$ cat src/rtl/alu_pkg.sv
// Shared encodings for the sequential ALU: operation classes, logic functions
// and controller states.
package alu_pkg;

   typedef enum logic [1:0] {
      ARITH = 2'b00,
      LOGIC = 2'b01,
      SHIFT = 2'b10,
      MUL   = 2'b11
   } fnclass_e;

   typedef enum logic [2:0] {
      LF_AND  = 3'b000,
      LF_OR   = 3'b001,
      LF_XOR  = 3'b010,
      LF_NOR  = 3'b011,
      LF_NOTX = 3'b100,
      LF_PASSY = 3'b101,
      LF_ANDN = 3'b110,
      LF_XNOR = 3'b111
   } logicfn_e;

   typedef enum logic [1:0] {
      IDLE = 2'b00,
      EXEC = 2'b01,
      DONE = 2'b10
   } state_e;

endpackage

$ cat src/rtl/alu_logic_unit.sv
// Single-cycle add/sub and bitwise unit; subtraction is x + ~y + 1 so the
// carry-out reads as "no borrow".
module alu_logic_unit
   import alu_pkg::*;
#(
   parameter int WIDTH = 32
) (
   input  logic [WIDTH-1:0] x,
   input  logic [WIDTH-1:0] y,
   input  logic             arith,
   input  logic             fn,
   input  logic [2:0]       logicfn,
   output logic [WIDTH-1:0] res,
   output logic             cout
);

   logic [WIDTH:0] sum;

   always_comb begin
      sum  = {1'b0, x} + {1'b0, (fn ? ~y : y)} + {{WIDTH{1'b0}}, fn};
      res  = '0;
      cout = 1'b0;
      if (arith) begin
         res  = sum[WIDTH-1:0];
         cout = sum[WIDTH];
      end else begin
         case (logicfn_e'(logicfn))
            LF_AND:   res = x & y;
            LF_OR:    res = x | y;
            LF_XOR:   res = x ^ y;
            LF_NOR:   res = ~(x | y);
            LF_NOTX:  res = ~x;
            LF_PASSY: res = y;
            LF_ANDN:  res = x & ~y;
            LF_XNOR:  res = ~(x ^ y);
            default:  res = '0;
         endcase
      end
   end

endmodule

$ cat src/rtl/seq_alu.sv
// Multi-cycle ALU with valid/ready on both sides: one-cycle arith/logic,
// bit-serial shifter and shift-add multiplier sharing one accumulator.
module seq_alu
   import alu_pkg::*;
#(
   parameter int WIDTH = 32,
   parameter int SHW   = $clog2(WIDTH)
) (
   input  logic             clk,
   input  logic             rst_n,
   input  logic             in_valid,
   output logic             in_ready,
   input  logic [WIDTH-1:0] x,
   input  logic [WIDTH-1:0] y,
   input  logic [1:0]       fnclass,
   input  logic             fn,
   input  logic [2:0]       logicfn,
   output logic             out_valid,
   input  logic             out_ready,
   output logic [WIDTH-1:0] value,
   output logic             carry,
   output logic             zeroflag,
   output logic             msb
);

   localparam int CW = SHW + 1;

   state_e             state, state_d;
   fnclass_e           cls;
   logic               fnr;
   logic [2:0]         lfnr;
   logic [WIDTH-1:0]   xr, yr;
   logic [2*WIDTH-1:0] acc, acc_d;
   logic [CW-1:0]      cnt, cnt_d;

   logic               load, res_we, cry_d;
   logic [WIDTH-1:0]   res_d, alu_res, wlo, sh;
   logic               alu_cry, sout;
   logic [WIDTH:0]     psum;
   logic [2*WIDTH-1:0] mul_next;

   alu_logic_unit #(.WIDTH(WIDTH)) u_alu (
      .x       (xr),
      .y       (yr),
      .arith   (cls == ARITH),
      .fn      (fnr),
      .logicfn (lfnr),
      .res     (alu_res),
      .cout    (alu_cry)
   );

   assign in_ready  = (state == IDLE);
   assign out_valid = (state == DONE);

   always_ff @(posedge clk or negedge rst_n) begin
      if (!rst_n) state <= IDLE;
      else        state <= state_d;
   end

   always_comb begin
      state_d = state;
      load    = 1'b0;
      res_we  = 1'b0;
      res_d   = '0;
      cry_d   = 1'b0;
      acc_d   = acc;
      cnt_d   = cnt;
      wlo     = acc[WIDTH-1:0];
      // Right shifts fill from the current MSB, which always equals x's MSB.
      if (lfnr[0]) begin
         sh   = {fnr & wlo[WIDTH-1], wlo[WIDTH-1:1]};
         sout = wlo[0];
      end else begin
         sh   = {wlo[WIDTH-2:0], 1'b0};
         sout = wlo[WIDTH-1];
      end
      psum     = {1'b0, acc[2*WIDTH-1:WIDTH]} + (acc[0] ? {1'b0, xr} : '0);
      mul_next = {psum, acc[WIDTH-1:1]};

      case (state)
         IDLE: begin
            if (in_valid) begin
               load    = 1'b1;
               state_d = EXEC;
               if (fnclass_e'(fnclass) == MUL) begin
                  acc_d = {{WIDTH{1'b0}}, y};
                  cnt_d = CW'(WIDTH);
               end else begin
                  acc_d = {{WIDTH{1'b0}}, x};
                  cnt_d = {1'b0, y[SHW-1:0]};
               end
            end
         end
         EXEC: begin
            case (cls)
               SHIFT: begin
                  if (cnt == '0) begin
                     res_we  = 1'b1;
                     res_d   = wlo;
                     state_d = DONE;
                  end else begin
                     acc_d = {acc[2*WIDTH-1:WIDTH], sh};
                     cnt_d = cnt - CW'(1);
                     if (cnt == CW'(1)) begin
                        res_we  = 1'b1;
                        res_d   = sh;
                        cry_d   = sout;
                        state_d = DONE;
                     end
                  end
               end
               MUL: begin
                  acc_d = mul_next;
                  cnt_d = cnt - CW'(1);
                  if (cnt == CW'(1)) begin
                     res_we  = 1'b1;
                     res_d   = mul_next[WIDTH-1:0];
                     cry_d   = |mul_next[2*WIDTH-1:WIDTH];
                     state_d = DONE;
                  end
               end
               default: begin
                  res_we  = 1'b1;
                  res_d   = alu_res;
                  cry_d   = alu_cry;
                  state_d = DONE;
               end
            endcase
         end
         DONE: begin
            if (out_ready) state_d = IDLE;
         end
         default: state_d = IDLE;
      endcase
   end

   always_ff @(posedge clk or negedge rst_n) begin
      if (!rst_n) begin
         cls      <= ARITH;
         fnr      <= 1'b0;
         lfnr     <= '0;
         xr       <= '0;
         yr       <= '0;
         acc      <= '0;
         cnt      <= '0;
         value    <= '0;
         carry    <= 1'b0;
         zeroflag <= 1'b1;
         msb      <= 1'b0;
      end else begin
         if (load) begin
            cls  <= fnclass_e'(fnclass);
            fnr  <= fn;
            lfnr <= logicfn;
            xr   <= x;
            yr   <= y;
         end
         acc <= acc_d;
         cnt <= cnt_d;
         if (res_we) begin
            value    <= res_d;
            carry    <= cry_d;
            zeroflag <= (res_d == '0);
            msb      <= res_d[WIDTH-1];
         end
      end
   end

endmodule

$ cat config.mk
export PLATFORM = sky130hd
export DESIGN_NAME = seq_alu
export DESIGN_NICKNAME = d
export VERILOG_FILES = /design/src/rtl/alu_pkg.sv /design/src/rtl/alu_logic_unit.sv /design/src/rtl/seq_alu.sv
export SDC_FILE = /design/constraint.sdc
export NUM_CORES = 1
export LEC_CHECK = 0
export BUFFER_PORTS_ARGS = -buffer_cell sky130_fd_sc_hd__buf_2
export CAP_MARGIN = 25
export CORE_MARGIN = 4
export CORE_UTILIZATION = 58
export CTS_BUF_LIST = sky130_fd_sc_hd__clkbuf_4
export DETAILED_ROUTE_END_ITERATION = 12
export PLACE_DENSITY = 0.81
export SYNTH_ARGS = -nofsm -noshare
export SYNTH_HDL_FRONTEND = slang
export SYNTH_SLANG_ARGS = --single-unit
$ cat constraint.sdc
create_clock -name clk -period 4 [get_ports clk]
set_input_delay 0.4 -clock clk [delete_from_list [all_inputs] [get_ports clk]]
set_output_delay 0.4 -clock clk [all_outputs]
set_load 0.02 [all_outputs]
# After elaboration in Yosys (flattened, before gate mapping)
# Cells that the tools add are included.
# word_totals
reg_bits	177
inputBits	74
out_inout_bits	37
word_cells	94
# classes
add_sub_neg	4
eq_ne	19
mux	39
n_bitwise	9
n_reduce_logical	10
# op_table
op	count
2-to-1 mux 32 bit	10
case mux 32 bit (8 select lines)	1
case mux 64 bit (2 select lines)	2
inverter 32 bit	4
adder 32 x 32 -> 33 bit	2
bitwise AND 32 bit	2
2-to-1 mux 64 bit	1
case mux 32 bit (2 select lines)	1
adder 33 x 1 -> 33 bit	1
zero test 32 bit	1
OR 32 bit	1
OR reduction 32 bit	1
bitwise XOR 32 bit	1
case mux 6 bit (2 select lines)	2
2-to-1 mux 6 bit	3
== test 3 bit, second input constant	4
2-to-1 mux 1 bit	11
== test 2 bit, second input constant	4
2-to-1 mux 2 bit	4
AND reduction 4 bit	2
== test 3 x 2 -> 1 bit, second input constant	2
== test 6 x 1 -> 1 bit, second input constant	1
zero test 6 bit	1
!= test 2 bit, second input constant	3
14 further kinds	16

# Depth between registers and ports, before layout
# Gate-level depths: netlist of the first run.
# logic_depth
ltp_word	8
depth_mapped	17
ltp_nobuf	15

# Cells and area by module
# Synthesis of the first run repeated with hierarchy kept, for this count alone.
# unflattened
cells_unflattened	2074
area_unflattened_um2	16445.8
# modules_own_cells
mod	instances	cells_each	area_each_um2	seq_area_each_um2
seq_alu	1	1279	11364.6	4405.5
alu_logic_unit	1	795	5081.1	0.0

# Least setup slack after synthesis of the first run
# Ideal clock, no wire load.
# synth_path
path_type	flip-flop to flip-flop
startpoint	reg acc[0]
endpoint	reg carry
setup_ns	0.132
arrival_ns	4.032
required_time_ns	3.868
slack_ns	-0.164
path_stages_with_launch	18
n_path_buf	2
synth_period_minus_slack_ns	4.164
path_cell_list	dfrtp_1 -> clkbuf_1 -> clkbuf_1 -> and2_1 -> ha_1 -> inv_1 -> fa_1 -> nand2b_1 -> a21oi_1 -> o211ai_1 -> o21a_1 -> o31a_1 -> xnor2_1 -> or3_1 -> or4_1 -> or4_1 -> nor4_1 -> o22ai_1
# synth_via
elab_chain_len	6
elab_cells_between_ends	9
cone_classes	1 x add/sub; 7 x mux; 1 x reduce/logical
# synth_rtl
item	line	rtl
start: declaration	seq_alu.sv:33	logic [2*WIDTH-1:0] acc, acc_d;
start signal: assignment	seq_alu.sv:144	acc <= '0;
start signal: assignment	seq_alu.sv:158	acc <= acc_d;
2-to-1 mux 32 bit	seq_alu.sv:77	psum = {1'b0, acc[2*WIDTH-1:WIDTH]} + (acc[0] ? {1'b0, xr} : '0);
adder 32 x 32 -> 33 bit	seq_alu.sv:77	
OR reduction 32 bit	seq_alu.sv:118	cry_d = |mul_next[2*WIDTH-1:WIDTH];
2-to-1 mux 1 bit	seq_alu.sv:115	if (cnt == CW'(1)) begin
case mux 1 bit (2 select lines) *	seq_alu.sv:95	case (cls)
2-to-1 mux 1 bit *	seq_alu.sv:80	case (state)
end signal: assignment	seq_alu.sv:162	carry <= cry_d;
end: declaration	seq_alu.sv:21	output logic carry,
# Every way passes the cells marked *; elsewhere a longest branch is shown, timed or not.
# A chain may end at the register's enable or synchronous reset.

# Final worst setup path of the first run
# layout_path
startpoint	reg cnt[2]
endpoint	reg zeroflag
# layout_via
elab_chain_len	6
elab_cells_between_ends	12
cone_classes	1 x eq/ne; 9 x mux; 2 x reduce/logical
# layout_rtl
item	line	rtl
start: declaration	seq_alu.sv:34	logic [CW-1:0] cnt, cnt_d;
start signal: assignment	seq_alu.sv:159	cnt <= cnt_d;
== test 6 x 1 -> 1 bit	seq_alu.sv:104, seq_alu.sv:115	
2-to-1 mux 32 bit	seq_alu.sv:104	if (cnt == CW'(1)) begin
2-to-1 mux 32 bit	seq_alu.sv:97	if (cnt == '0) begin
case mux 32 bit (2 select lines)	seq_alu.sv:95	
2-to-1 mux 32 bit	seq_alu.sv:80	
zero test 32 bit	seq_alu.sv:163	zeroflag <= (res_d == '0);
end signal: assignment	seq_alu.sv:163	
end: declaration	seq_alu.sv:22	output logic zeroflag,
# Several ways; a longest one is shown, not always the timed one.

==> metrics.cfg, run 1 <==
[status]
status=finished with violations
violations=negative setup slack

[timing]
worstMarginPinSlew_ns=1.082
post-route-min-period_ns=4.003
rsz0062_at_grt=yes
fin_ws_ns=-0.003344
finalHoldViolCount=0
worst_clock_skew_ns=0.04294
finalSetupViolations=1
slew_headroom_pct=27.21
maxSlewViolCount=0
fin_crit_sh_pct=100.1
fin_setup_tns_ns=-0.003344
max_freq_ghz=0.2498

[yosys]
syn_inst=2051
syn_nets=2224
synth-xor-area-share_pct=4.552
synth.avg_cell_area_um2=7.693
synth_seq_area_share_pct=27.92
ys.flop_type=dfrtp_1
synth_top_family_by_area=compound AO/OA/AOI/OAI gates
yosys_warnings=0
async_flop_share_pct=100.0
synth-edff-count=0
synth_fa_ha_area_share_pct=7.946
synth.area.mux_share_pct=4.322
synthSimpleGateAreaFrac_pct=19.14
yosysMostFrequentCell=nand2_1
synthesis.area_um2=15780
synth-compound-area-share_pct=29.82
synth_common_cells=nand2_1 (320), a21oi_1 (209), o21ai_0 (204)
synth.largest_area_cell=dfrtp_1
synthDominantCellAreaShare_pct=27.76
synth_cell_types=84
synth_top_cells_by_area=dfrtp_1 (28%), ha_1 (7.7%), nand2_1 (7.6%)
ys_seq_elements=176

[power_and_ir_drop]
internal-power_w=0.008436
pwr-share-comb_pct=75.3
sw_frac_of_total_pct=55.95
leakage_nw=8.366
power.switching_w=0.01072
p_clk_share_pct=5.5
seq_power_share_pct=19.2
ir_drop_mv=0.4900
p_per_area_nw_per_um2=1053

[detailed_routing]
drt_first_pass_iters=7
first_iter_violations=2258
drc=0
vias_per_cell=6.794
dr_total_vias=17450
ant_nets=0
avgRoutedWirePerCell_um=24.29
wl_mm=62.38

[clock_network]
root_buffer=clkbuf_4
clk_pin_slew_ns=0.17
cts_buffers=17
cts_sinks=176
cts_tree=built
cts_max_path_buffers=2
htree_levels=4
clk_latency_ns=0.63

[cells_and_area]
layout.cells.non_filler=2568
syn2layout_area_growth_pct=15.30
layout-drive-gt1-share_pct=18.15
nets=2386

[floorplan]
fp.coreArea_um2=26880
fp-row-count=60
start_util_pct=58.71
io_pins=111
design.die.area_um2=29900
die-height_um=172.9
die_w_um=172.9

[worst_hold_path]
min_path_type=input port to register

[global_route]
grt_pass1_vias=16000
groute.usage.overall_pct=40.05
grt_max_degree=80
antenna_found_initial=2
grt_pass1_wl_mm=94.64
grt-ovfl-total=0

[worst_setup_path]
critical_path.max_fanout=7
endpoint_kind=register
critPathKind=register to register
cp-start-kind=register
arrival_ns=4.55
crit_required_ns=4.55
r2r_slack_ns=-0.003

[place]
globalplace.congestion=1.026
dp_hpwl_mm=46.52
dp_cells=2486
place_ws_ns=-0.09682
io_buffer_count=110

[flow_run]
maxCapViolCount=0

worst max-delay path: stages, from the launching register on:
cell	delay [ns]
dfrtp_1	0.44
nor4_1	0.93
buf_4	0.28
nand2_1	0.15
a31oi_1	0.33
nand2_1	0.16
a31oi_1	0.22
nand3_1	0.25
nor4_1	0.34
buf_4	0.17
nand4b_1	0.10
or4b_1	0.47
nand2_1	0.08
path summary, 6_finish.rpt:
path / from / end / cells past startpoint
max: cnt[2] / zeroflag / 12
min: x[21] / xr[21] / 3
max reg2reg: cnt[2] / zeroflag / 12
min reg2reg: zeroflag / zeroflag / 2
max in group asynchronous: rst_n / zeroflag / 3
min in group asynchronous: rst_n / acc[45] / 2
routing by layer:
layer / global-route usage (%) / routed length, um / vias up
met3: 9.488 / 6732 / 248
met2: 61.13 / 27120 / 1184
met1: 54.32 / 24900 / 8229
met5: 0 / 9 / -
met4: 18.06 / 3614 / 2
li1: - / - / 7784
kinds of logic after synthesis:
family | count (synthesis)
DFF | 176
and+or+nand+nor | 650
buffers and inverters | 238
xor gates and xnor gates | 82
adders and majority gates | 99
AOI/OAI and AO/OA | 743
muxes | 63
through the flow:
stage	total power (W)	hold WS (ns)	utilization [%]	area, um^2
after global routing	0.02042	0.005157	67.69	18190
after global placement	0.01695	0.4221	64.08	17220
final	0.01915	0.03795	67.69	18190
after CTS	0.01835	0.004529	66.58	17890
after detailed placement	0.01718	0.4287	64.09	17230
after floorplan	0.01248	0.1044	-	15790
placed cells by master, fill, tap and decap left out, types with 24 or more instances in the layout:
master	instances
a22o_1	29
inv_1	85
a221oi_1	24
xnor2_1	24
and2_1	40
ha_1	86
o211ai_1	29
a31oi_1	28
a21o_1	46
a21oi_1	204
nand3_1	64
nor2_1	83
mux2_2	41
xor2_1	57
dfrtp_1	171
dlygate4sd3_1	39
buf_4	138
nand2_1	319
o21ai_0	200
buf_2	110
power by group through the flow:
stage          registers, W  logic, W  clock network, W
2_1_floorplan       0.00339   0.00909                 0
3_3_place_gp        0.00364    0.0133                 0
3_5_place_dp        0.00365    0.0135                 0
4_1_cts             0.00361    0.0137           0.00106
5_1_grt             0.00374    0.0155           0.00114
6_report            0.00368    0.0144           0.00105
registers in the layout, summed over array words and instances, names as in the netlist:
name,count
cls,2
cnt,6
carry,1
fnr,1
acc,64
value,32
yr,32
state,2
xr,32
zeroflag,1
lfnr,3
final cells by class:
type                            instances  area (um^2)
Multi-Input combinational cell       1637        10670
Fill cell                            2313         8685
Sequential cell                       176         4410
Timing Repair Buffer                  295         2103
Tap cell                              341        426.7
Inverter                               86        322.8
Clock buffer                           17        127.6
Clock inverter                         15        123.9
Antenna cell                            1        2.502
repair_timing:
item	in CTS	in global routing
hold buffers	37	2
endpoints found under the setup margin	2	2
resized for setup	9	42
gates cloned	0	0
hold endpoints to repair	97	2
pin swaps	4	15
setup buffers	0	10
(Power assumes the default switching activity.)
==> run 2: changes to the inputs <==
ABC_AREA = 1   (was default)
==> run 2 against run 1 <==
  * The run now ends clean
  * Largest power group unchanged
  * First-iteration DRC count rose by 9.6%
  * Critical path type unchanged
  * Sequential power is 5.4% higher
  * Sequential share of layout area shrank 0.74 points
  * Register-to-register slack better by 0.60 ns
  * Hold slack worse by 0.016 ns
  * Critical endpoint unchanged
==> metrics.cfg, run 2 <==
[clock_network]
cts_resized=0  ; -9
clk_pin_slew_ns=0.17  ; about the same
cts_buffers=17  ; unchanged
holdBufCountCts=23  ; -38%
cts_max_path_buffers=2  ; unchanged
root_buffer=clkbuf_4
htree_levels=4  ; unchanged
cts_setup_buffers=0  ; unchanged
cts_sinks=176  ; unchanged
cts_tree=built
clk_latency_ns=0.66  ; +0.03 ns

[timing]
slew_headroom_pct=42.48  ; +15 points
finalSetupViolations=0  ; -1
worst_clock_skew_ns=0.04019  ; -0.002750 ns
rsz0062_at_grt=no
worstMarginPinSlew_ns=0.8628  ; -0.2190 ns
post-route-min-period_ns=3.399  ; -0.6042 ns
finalHoldViolCount=0  ; unchanged
fin_setup_tns_ns=0  ; +0.003344 ns
max_freq_ghz=0.2942  ; +18%
maxSlewViolCount=0  ; unchanged
fin_crit_sh_pct=84.98  ; -15 points

[floorplan]
die-height_um=181.2  ; +4.8%
start_util_pct=58.68  ; about the same
fp.coreArea_um2=29640  ; +10%
die_w_um=181.2  ; +4.8%
io_pins=111  ; unchanged
design.die.area_um2=32820  ; +9.8%
fp-row-count=63  ; +5.0%

[cells_and_area]
regMostFlops=acc
nets=3165  ; +33%
layout_commonest_cell=nand2_1
final_util_pct=63.25  ; -4.4 points
layout.cells.non_filler=3398  ; +32%
largest_reg_flops=64  ; unchanged
layout-drive-gt1-share_pct=7.088  ; -11 points
layout_common_cells=nand2_1 (938), inv_1 (417), nor2_1 (296), o21ai_0 (276), nand3_1 (181)
syn2layout_area_growth_pct=7.784

[detailed_routing]
routed-wl-met3_mm=7.907  ; +17%
first_iter_violations=2475  ; +9.6%
route.met2.wl_mm=29.43  ; +8.5%
drc=0  ; unchanged
ant_nets=0  ; unchanged
dr_total_vias=20210  ; +16%
wl_met1_mm=26.02  ; +4.5%
wl_mm=66.53  ; +6.7%
drt_first_pass_iters=7  ; unchanged
top_layer=met5
vias_per_cell=5.946  ; -12%
avgRoutedWirePerCell_um=19.58  ; -19%

[yosys]
syn_nets=3092  ; +39%
synth.largest_area_cell=dfrtp_1
async_flop_share_pct=100.0  ; unchanged
synth_top_cells_by_area=dfrtp_1 (25%), nand2_1 (20%), inv_1 (9.0%)
synth_common_cells=nand2_1 (940), inv_1 (417), nor2_1 (296)
synthDominantCellAreaShare_pct=25.18  ; -2.6 points
synthesis.area_um2=17390  ; +10%
synth_cell_types=50  ; -40%
ys.flop_type=dfrtp_1
yosysMostFrequentCell=nand2_1
synth-edff-count=0  ; unchanged
synth.avg_cell_area_um2=5.958  ; -23%
synth_seq_area_share_pct=25.33  ; -2.6 points
syn_inst=2919  ; +42%
yosys_warnings=0  ; unchanged
ys_seq_elements=176  ; unchanged

[place]
io_buffer_count=110  ; unchanged
globalplace.congestion=1.051  ; +2.4%
dp_cells=3338  ; +34%
dp_hpwl_mm=50.55  ; +8.6%

[worst_hold_path]
min_path_type=input port to register

[global_route]
grt_pass1_vias=19090  ; +19%
grt_max_degree=74  ; -7.5%
groute.usage.overall_pct=39.57  ; -0.48 points
antenna_found_initial=3  ; +1
grt-ovfl-total=0  ; unchanged
grt_pass1_wl_mm=104.1  ; +10%

[power_and_ir_drop]
leakage_nw=10.28  ; +23%
ir_drop_mv=0.7589  ; +55%
p_per_area_nw_per_um2=977.4  ; -7.2%

[worst_setup_path]
endpoint_kind=register
critPathKind=register to register
arrival_ns=3.98  ; -0.57 ns
critical_path.max_fanout=23  ; +16
r2r_slack_ns=0.60  ; +0.60 ns
crit_required_ns=4.58  ; +0.03 ns
cp-start-kind=register

[flow_run]
maxCapViolCount=0  ; unchanged

[status]
status=finished clean

==> run 2: cell types whose count changed in the layout (fill, tap and decap cells not counted), sizes merged, moves of 28 or more <==
| cell | before | now |
|---|---|---|
| nand2 | 321 | 942 |
| inv | 93 | 432 |
| nor2 | 86 | 304 |
| nand3 | 64 | 185 |
| buf | 256 | 153 |
| a21oi | 209 | 109 |
| o21ai | 215 | 289 |
| a21o | 46 | 2 |
| and2 | 45 | 2 |
| mux2 | 41 | 0 |
| a22o | 30 | 2 |
==> run 2: path summary, 6_finish.rpt <==
| path | start | end | cells past startpoint |
|---|---|---|---|
| setup / recovery | lfnr[2] | zeroflag | 17 |
| hold / removal | y[30] | yr[30] | 3 |
| setup reg to reg | lfnr[2] | zeroflag | 17 |
| hold reg to reg | value[19] | value[19] | 2 |
| max in group asynchronous | rst_n | value[20] | 3 |
| min in group asynchronous | rst_n | acc[36] | 2 |
==> run 2: kinds of logic (layout without fill, tap and decap cells) <==
group / after synthesis / in the layout / share of synthesized area, %
fa+ha+maj: 99 / 99 / 7.209
compound gates: 520 / 520 / 16.56
simple gates: 1514 / 1514 / 35.45
buf+inv: 554 / 640 / 12.63
flops: 176 / 176 / 25.33
xor+xnor: 56 / 56 / 2.820
other cells: 0 / 3 / 0
==> run 2: final cells by class <==
type                            count  area [um^2]
Clock inverter                     13        111.4
Tap cell                          390        488.0
Multi-Input combinational cell   2189        10800
Clock buffer                       19        142.6
Antenna cell                        3        7.507
Timing Repair Buffer              177         1165
Sequential cell                   176         4407
Fill cell                        2870        10890
Inverter                          431         1620
==> run 2: worst max-delay path: stages, from the launching register on <==
cell and delay (ns):
dfrtp_1 0.94, nor2_1 0.22, nand2_1 0.59, buf_4 0.31, o21ai_1 0.07, nor2_1 0.09, nand2_1 0.06, nand2_1 0.06
nand2_1 0.05, nand2_1 0.13, nand2_1 0.07, nor2_1 0.09, nand3_1 0.10, nor2_1 0.14, nand3_1 0.16, nor2_1 0.13
nand2_1 0.06, nand2_1 0.05
==> run 2: report_power, final <==
group | switching [W] | total [W] | internal, W
combinational | 0.00911 | 0.0134 | 0.00428
clock | 0.000724 | 0.00105 | 0.000325
sequential | 0.00132 | 0.00388 | 0.00256
total | 0.0112 | 0.0183 | 0.00717
==> run 2: metrics by stage <==
step	hold slack (ns)	instance area [um^2]	power [W]	setup WS, ns
global placement	0.4606	18220	0.01651	0.7538
global route	0.006238	18740	0.01993	0.3144
CTS	0.00001715	18700	0.01783	0.6802
floorplan	0.1044	17390	0.01285	1.116
finish	0.02229	18750	0.01832	0.6009
detailed placement	0.4605	18220	0.01672	0.7532
==> run 2: metal layers <==
layer / global-route usage [%] / vias to the layer above
li1: - / 9474
met4: 17.20 / 2
met1: 53.33 / 9280
met5: 0 / -
met2: 61.99 / 1250
met3: 7.852 / 199
